## config.mk

```make
export PLATFORM = sky130hd
export DESIGN_NAME = axi_write_slave
export DESIGN_NICKNAME = d
export VERILOG_FILES = /design/src/rtl/axi_write_slave.sv
export SDC_FILE = /design/constraint.sdc
export NUM_CORES = 1
export LEC_CHECK = 0
export BUFFER_PORTS_ARGS = -buffer_cell sky130_fd_sc_hd__buf_2
export CAP_MARGIN = 20
export CELL_PAD_IN_SITES_DETAIL_PLACEMENT = 1
export CELL_PAD_IN_SITES_GLOBAL_PLACEMENT = 1
export CORE_MARGIN = 1.5
export CORE_UTILIZATION = 25
export DETAILED_ROUTE_END_ITERATION = 6
export PLACE_DENSITY_LB_ADDON = 0.2
export SYNTH_ARGS = -nofsm -noshare
export SYNTH_HDL_FRONTEND = slang
export SYNTH_SLANG_ARGS = --single-unit
```

## constraint.sdc

```tcl
create_clock -name ACLK -period 6.4 [get_ports ACLK]
set_clock_uncertainty 0.15 [all_clocks]
set_input_delay 1.92 -clock ACLK [delete_from_list [all_inputs] [get_ports ACLK]]
set_output_delay 1.92 -clock ACLK [all_outputs]
set_load 0.02 [all_outputs]
```

## src/rtl/axi_write_slave.sv

```systemverilog
// ---------------------------------------------------------------------------
// axi_write_slave
//
// AXI write-channel slave that turns write bursts into single-cycle SRAM
// write strobes. One transaction is in flight at a time: the address phase
// is taken in IDLE, data beats are streamed straight to the SRAM in WDATA,
// and the write response is held in BRESP until the master takes it.
//
// Ports
//   ACLK, ARESETn               clock, asynchronous active-low reset
//   AWID/AWADDR/AWLEN/AWSIZE/
//   AWBURST/AWVALID/AWREADY     write address channel
//   WDATA/WSTRB/WLAST/
//   WVALID/WREADY               write data channel
//   BID/BRESP/BVALID/BREADY     write response channel
//   sram_CEB, sram_WEB          active-low chip / write enable
//   sram_BWEB                   active-low per-bit write mask
//   sram_A, sram_DI             SRAM word address and write data
// ---------------------------------------------------------------------------
module axi_write_slave #(
    parameter int AXI_IDS_BITS   = 8,
    parameter int SRAM_ADDR_BITS = 14
) (
    input  logic                      ACLK,
    input  logic                      ARESETn,
    input  logic [AXI_IDS_BITS-1:0]   AWID,
    input  logic [31:0]               AWADDR,
    input  logic [3:0]                AWLEN,
    input  logic [2:0]                AWSIZE,
    input  logic [1:0]                AWBURST,
    input  logic                      AWVALID,
    output logic                      AWREADY,
    input  logic [31:0]               WDATA,
    input  logic [3:0]                WSTRB,
    input  logic                      WLAST,
    input  logic                      WVALID,
    output logic                      WREADY,
    output logic [AXI_IDS_BITS-1:0]   BID,
    output logic [1:0]                BRESP,
    output logic                      BVALID,
    input  logic                      BREADY,
    output logic                      sram_CEB,
    output logic                      sram_WEB,
    output logic [31:0]               sram_BWEB,
    output logic [SRAM_ADDR_BITS-1:0] sram_A,
    output logic [31:0]               sram_DI
);

    localparam logic [1:0] S_IDLE  = 2'd0;
    localparam logic [1:0] S_WDATA = 2'd1;
    localparam logic [1:0] S_BRESP = 2'd2;

    localparam logic [SRAM_ADDR_BITS-1:0] PTR_ONE = {{(SRAM_ADDR_BITS-1){1'b0}}, 1'b1};

    logic [1:0]                state;
    logic [AXI_IDS_BITS-1:0]   id_q;
    logic [SRAM_ADDR_BITS-1:0] ptr_q;
    logic [SRAM_ADDR_BITS-1:0] ptr_nxt;
    logic [SRAM_ADDR_BITS-1:0] wrap_mask;
    logic [3:0]                len_q;
    logic [3:0]                beat_cnt;
    logic [1:0]                burst_q;
    logic                      size_ok_q;
    logic                      err_q;
    logic                      aw_hs;
    logic                      w_hs;
    logic                      last_beat;
    logic                      beat_err;
    logic                      sram_wr;
    logic                      unused_addr_bits;

    // Only the word-address slice of AWADDR is meaningful to the SRAM.
    assign unused_addr_bits = ^{AWADDR[31:SRAM_ADDR_BITS+2], AWADDR[1:0]};

    // Handshake readiness is purely a function of the state, so reset
    // immediately presents AWREADY=1 and drops WREADY/BVALID.
    assign AWREADY   = (state == S_IDLE);
    assign WREADY    = (state == S_WDATA);
    assign BVALID    = (state == S_BRESP);

    assign aw_hs     = AWVALID && AWREADY;
    assign w_hs      = WVALID && WREADY;
    assign last_beat = (beat_cnt == len_q);
    // WLAST must agree with the beat count; the count still ends the burst.
    assign beat_err  = (WLAST != last_beat);
    // Bursts with an unsupported size still handshake but never touch SRAM.
    assign sram_wr   = w_hs && size_ok_q;

    // WRAP bursts only advance the low bits selected by the burst length
    // (lengths 2/4/8/16 give contiguous masks), the upper bits stay put.
    assign wrap_mask = {{(SRAM_ADDR_BITS-4){1'b0}}, len_q};

    always_comb begin
        ptr_nxt = ptr_q;
        case (burst_q)
            2'b00:   ptr_nxt = ptr_q;
            2'b10:   ptr_nxt = (ptr_q & ~wrap_mask) | ((ptr_q + PTR_ONE) & wrap_mask);
            default: ptr_nxt = ptr_q + PTR_ONE;
        endcase
    end

    // SRAM port is driven combinationally in the same cycle as the W
    // handshake; address and data are zeroed when idle so reset is clean.
    always_comb begin
        sram_CEB  = ~sram_wr;
        sram_WEB  = ~sram_wr;
        sram_A    = sram_wr ? ptr_q : '0;
        sram_DI   = sram_wr ? WDATA : '0;
        sram_BWEB = '1;
        if (sram_wr) begin
            for (int i = 0; i < 4; i++) begin
                sram_BWEB[8*i +: 8] = {8{~WSTRB[i]}};
            end
        end
    end

    // Transaction FSM. BID/BRESP are loaded on the final beat so they are
    // stable for the whole response and hold afterwards.
    always_ff @(posedge ACLK or negedge ARESETn) begin
        if (!ARESETn) begin
            state     <= S_IDLE;
            id_q      <= '0;
            ptr_q     <= '0;
            len_q     <= '0;
            burst_q   <= '0;
            size_ok_q <= 1'b0;
            err_q     <= 1'b0;
            beat_cnt  <= '0;
            BID       <= '0;
            BRESP     <= 2'b00;
        end else begin
            case (state)
                S_IDLE: begin
                    if (aw_hs) begin
                        id_q      <= AWID;
                        ptr_q     <= AWADDR[SRAM_ADDR_BITS+1:2];
                        len_q     <= AWLEN;
                        burst_q   <= AWBURST;
                        size_ok_q <= (AWSIZE == 3'b010);
                        err_q     <= (AWSIZE != 3'b010);
                        beat_cnt  <= '0;
                        state     <= S_WDATA;
                    end
                end
                S_WDATA: begin
                    if (w_hs) begin
                        ptr_q    <= ptr_nxt;
                        beat_cnt <= beat_cnt + 4'd1;
                        if (beat_err) begin
                            err_q <= 1'b1;
                        end
                        if (last_beat) begin
                            BID   <= id_q;
                            BRESP <= (err_q || beat_err) ? 2'b10 : 2'b00;
                            state <= S_BRESP;
                        end
                    end
                end
                S_BRESP: begin
                    if (BREADY) begin
                        state <= S_IDLE;
                    end
                end
                default: state <= S_IDLE;
            endcase
        end
    end

endmodule

```

Word-level counts from Yosys, hierarchy flattened
Index checks and enable logic that the tools add are counted.

operators by class
  add/subtract/negate cells = 2
  equal/unequal tests = 13
  mux-type cells = 20
  bitwise logic cells = 9
  reductions and logical operators = 13

operators with widths
  cell                                            number
  two-way mux 32 bit                              2
  one-hot mux 14 bit (2 select lines)             2
  two-way mux 14 bit                              3
  adder 14 x 1 -> 14 bit (second input constant)  1
  AND 14 bit                                      1
  AND 14 x 4 -> 14 bit                            1
  NOT 4 -> 14 bit                                 1
  bitwise OR 14 bit                               1
  AND reduction 4 bit                             3
  two-way mux 2 bit                               5
  != test 2 x 1 -> 1 bit (second input constant)  5
  two-way mux 4 bit                               2
  one-hot mux 4 bit (2 select lines)              1
  one-hot mux 2 bit (3 select lines)              1
  AND reduction 3 bit                             2
  NOT 1 bit                                       5
  adder 4 x 1 -> 4 bit (second input constant)    1
  == test 2 bit (second input constant)           2
  == test 4 bit                                   1
  zero test 2 bit                                 2
  == test 3 x 2 -> 1 bit (second input constant)  1
  logical AND 1 bit                               3
  two-way mux 1 bit                               3
  != test 3 x 2 -> 1 bit (second input constant)  1
  7 further kinds                                 7

storage, ports and cells
  register bits after elaboration = 46
  bits of input ports = 91
  word-level logic and storage cells = 67

Longest topological paths before layout
  depth after elaboration = 6
  gate-level depth with buffers = 7
  depth with buffers taken out = 5

Worst setup path after synthesis
No wires, ideal clock.

  kind = input to output
  start = input port WVALID
  end = output port sram_BWEB[10]
  arrival time = 2.907 ns
  slack = 1.423 ns
  stages = 5
  buffers on the path = 2
  cell sequence = and3b_1 -> buf_2 -> and2_1 -> nand2_1 -> buf_4

between the ends
  cells in the longest elaborated chain, start to end = 3

ends and longest elaborated chain
  item                line  RTL
  start, declared     36    input logic WVALID,
  logical AND 1 bit   82    assign w_hs = WVALID && WREADY;
  logical AND 1 bit   87    assign sram_wr = w_hs && size_ok_q;
  two-way mux 32 bit  110   if (sram_wr) begin
  end, declared       44    output logic [31:0] sram_BWEB,

Every way passes these cells.

Worst setup path after layout
  start = input port WVALID
  end = output port sram_A[3]

between the ends
  cells in the longest elaborated chain, start to end = 3

ends and longest elaborated chain
  item                line  RTL
  logical AND 1 bit   82
  logical AND 1 bit   87
  two-way mux 14 bit  107   sram_A = sram_wr ? ptr_q : '0;
  end, declared       45    output logic [SRAM_ADDR_BITS-1:0] sram_A,

Every way passes these cells.

==> results_dict.tcl <==
set metrics [dict create \
    post-route-drc-count 0 \
    grt_setup_unrepaired "false" \
    multi_input_area_sq_um 1400 \
    fp.dieH_um 110 \
    cts_hold_buf 0 \
    grt_usage_pct 13.7 \
    cts_max_level 2 \
    synthCells 299 \
    routabilityCongestion 0.767 \
    crit_path_end_kind "output port" \
    ys_seq_elements 45 \
    postCtsSetupBuffers 0 \
    wirelength_mm 8.64 \
    syn_nets 392 \
    overflow 0 \
    start_kind "input port" \
    numCtsBuffers 5 \
    regArea_sq_um 1130 \
    synth_top_cell_by_area "dfrtp_1" \
    peakVddDrop_mv 0.149 \
    ctsResizeCount 0 \
    insertion_delay_ps 290 \
    rr_endpoint "ptr_q[6]" \
    power.density_nw_per_um2 441 \
    io_pins 184 \
    tightest_slew_ps 1080 \
    cp.arrival_ps 3000 \
    grt_pass1_vias 2454 \
    crit_type "in2out" \
    final.period_utilization_pct 79.1 \
    place_hpwl_mm 6.40 \
    synth_edf_count 0 \
    slowest_stage "buf_4" \
    synth_commonest_cells "dfrtp_1, and3_1, buf_4, nand2_1, mux2_2" \
    crit_chain "buf_2, and3b_1, buf_4, and3_1, buf_2" \
    drive_above_1_share_pct 48.8 \
    die_w_um 110 \
    nets 518 \
    synthArstFlopShare_pct 100 \
    maxClockFrequency_ghz 0.197 \
    grt_max_degree 54 \
    crit_fanout 53 \
    timing.final.crit_period_ps 5070 \
    grt_pass1_wl_mm 12.9 \
    die_area_sq_um 12200 \
    leakagePower_uw 0.00200 \
    min_from "id_q[4]" \
    cts_tree "done" \
    initial_core_util_pct 25.5 \
    rows 39 \
    ctsRootBufferMaster "clkbuf_16" \
    grt_antenna_before_repair 0 \
    dr.pass1.iters 4 \
    startpoint "WVALID" \
    ant_nets 0 \
    netlist_area_sq_um 2880 \
    r2r-start "state[1]" \
    rrSetupSlack_ps 4070 \
    core-area_sq_um 11300 \
    reg2reg_depth 5 \
    io_buffers 164 \
    synth_top_area_share_pct 39.1 \
    path_clk_slew_ps 70 \
    max-cap-violations 0 \
    via_per_inst 4.79 \
    syn_to_final_growth_pct 30.9 \
    cts.sinks 45 \
    synth_ff_type "dfrtp_1" \
    wl_per_cell_um 15.2 \
    synthTopCellsByArea "dfrtp_1, and3_1, buf_4" \
    n_antenna_cell 0 \
    drtIter0Drc 93 \
    clock_path_buffers 2 \
    setup_violations 0 \
    status "finished clean" \
    yosys.cell_count.top_type "dfrtp_1" \
    hp-class "reg2reg" \
    crit_top_cell "buf_2" \
    fill_cells 1356 \
    slew_headroom_pct 28.2 \
    cpPeakStageDelay_ps 390 \
    postSynthAreaPerCell_sq_um 9.64 \
    finalHoldViolCount 0 \
    synth_cell_types 54 \
    cp-endpoint "sram_A[3]" \
    utilization_pct 33.3 \
    ys_warn_count 0 \
    seq_area_frac_synth_pct 39.1 \
    cp.required_ps 4330 \
    timing.setup.tns_ps 0 \
    vias 2725 \
    drv_slew 0 \
]
-- layer usage --
metal / share of wire, % / global-route usage [%] / up-vias
met5: 0 / 0 / -
met4: 0.65 / 2.20 / 0
met3: 7.4 / 2.82 / 5
met2: 48 / 23.3 / 112
met1: 44 / 18.1 / 1313
li1: - / - / 1295
-- placed cells by master, fill, tap and decap left out, drive strengths merged, types with 3 or more instances in the layout --
cell / n
nand3: 6
o21ai: 8
nand4: 3
a22o: 4
mux2: 23
xor2: 6
dfrtp: 45
a31oi: 3
inv: 12
o22ai: 6
o211ai: 3
clkbuf: 5
a21oi: 11
nand2b: 3
o31ai: 3
nand2: 17
a21o: 3
and2: 7
nor2: 12
and3: 44
buf: 167
o31a: 3
-- how the worst min path moves through the flow --
stage	end	slack (ps)	cells past startpoint
final	BID[4]	360	1
after global routing	BID[6]	380	1
after CTS	id_q[2]	360	1
after detailed placement	BID[4]	340	1
after global placement	BID[0]	330	1
after floorplan	BID[0]	330	1
-- where the power goes --
| part | internal (uW) | total (uW) | switching (uW) |
|---|---|---|---|
| clock | 187 | 306 | 118 |
| combinational | 332 | 781 | 449 |
| sequential | 417 | 579 | 161 |
| total | 936 | 1670 | 729 |
-- cells by family (layout without fill, tap and decap cells) --
logic type	after synthesis	in the layout	synth area share [%]
other	1	1	0.130
buffers and inverters	58	185	12.5
adder cells (fa/ha/maj)	2	2	0.868
AND/OR/NAND/NOR	106	106	21.4
flip-flops	45	45	39.1
XOR/XNOR	7	7	2.13
AO/OA/AOI/OAI	57	57	13.8
multiplexers	23	23	10.0
-- flip-flops by register name, indices dropped and copies added (netlist names), named ones only --
register	cells
state	2
size_ok_q	1
beat_cnt	4
BID	8
err_q	1
len_q	4
burst_q	2
ptr_q	11
id_q	8
BRESP	1
-- metrics by stage --
step | total power [uW] | std cells | hold slack, ps | instance area, sq um | worst slack, ps
6_report | 1670 | 569 | 357 | 3770 | 1330
5_1_grt | 1810 | 569 | 380 | 3770 | 1230
2_1_floorplan | 1160 | 299 | 327 | 2880 | 1420
3_3_place_gp | 1350 | 560 | 334 | 3580 | 1350
4_1_cts | 1690 | 568 | 364 | 3750 | 1310
3_5_place_dp | 1380 | 560 | 339 | 3580 | 1310
-- cell type report --
type	count	area share (%)
timing repair buffer	167	22.7
sequential	45	29.8
inverter	10	0.995
multi-input combinational	196	37.2
tap	143	4.74
clock inverter	3	1.26
clock buffer	5	3.32
-- critical path: cells and delay by family --
family	cells	cell delay [ps]
buf+inv	3	660
simple gates	2	400
(Power assumes the default switching activity.)
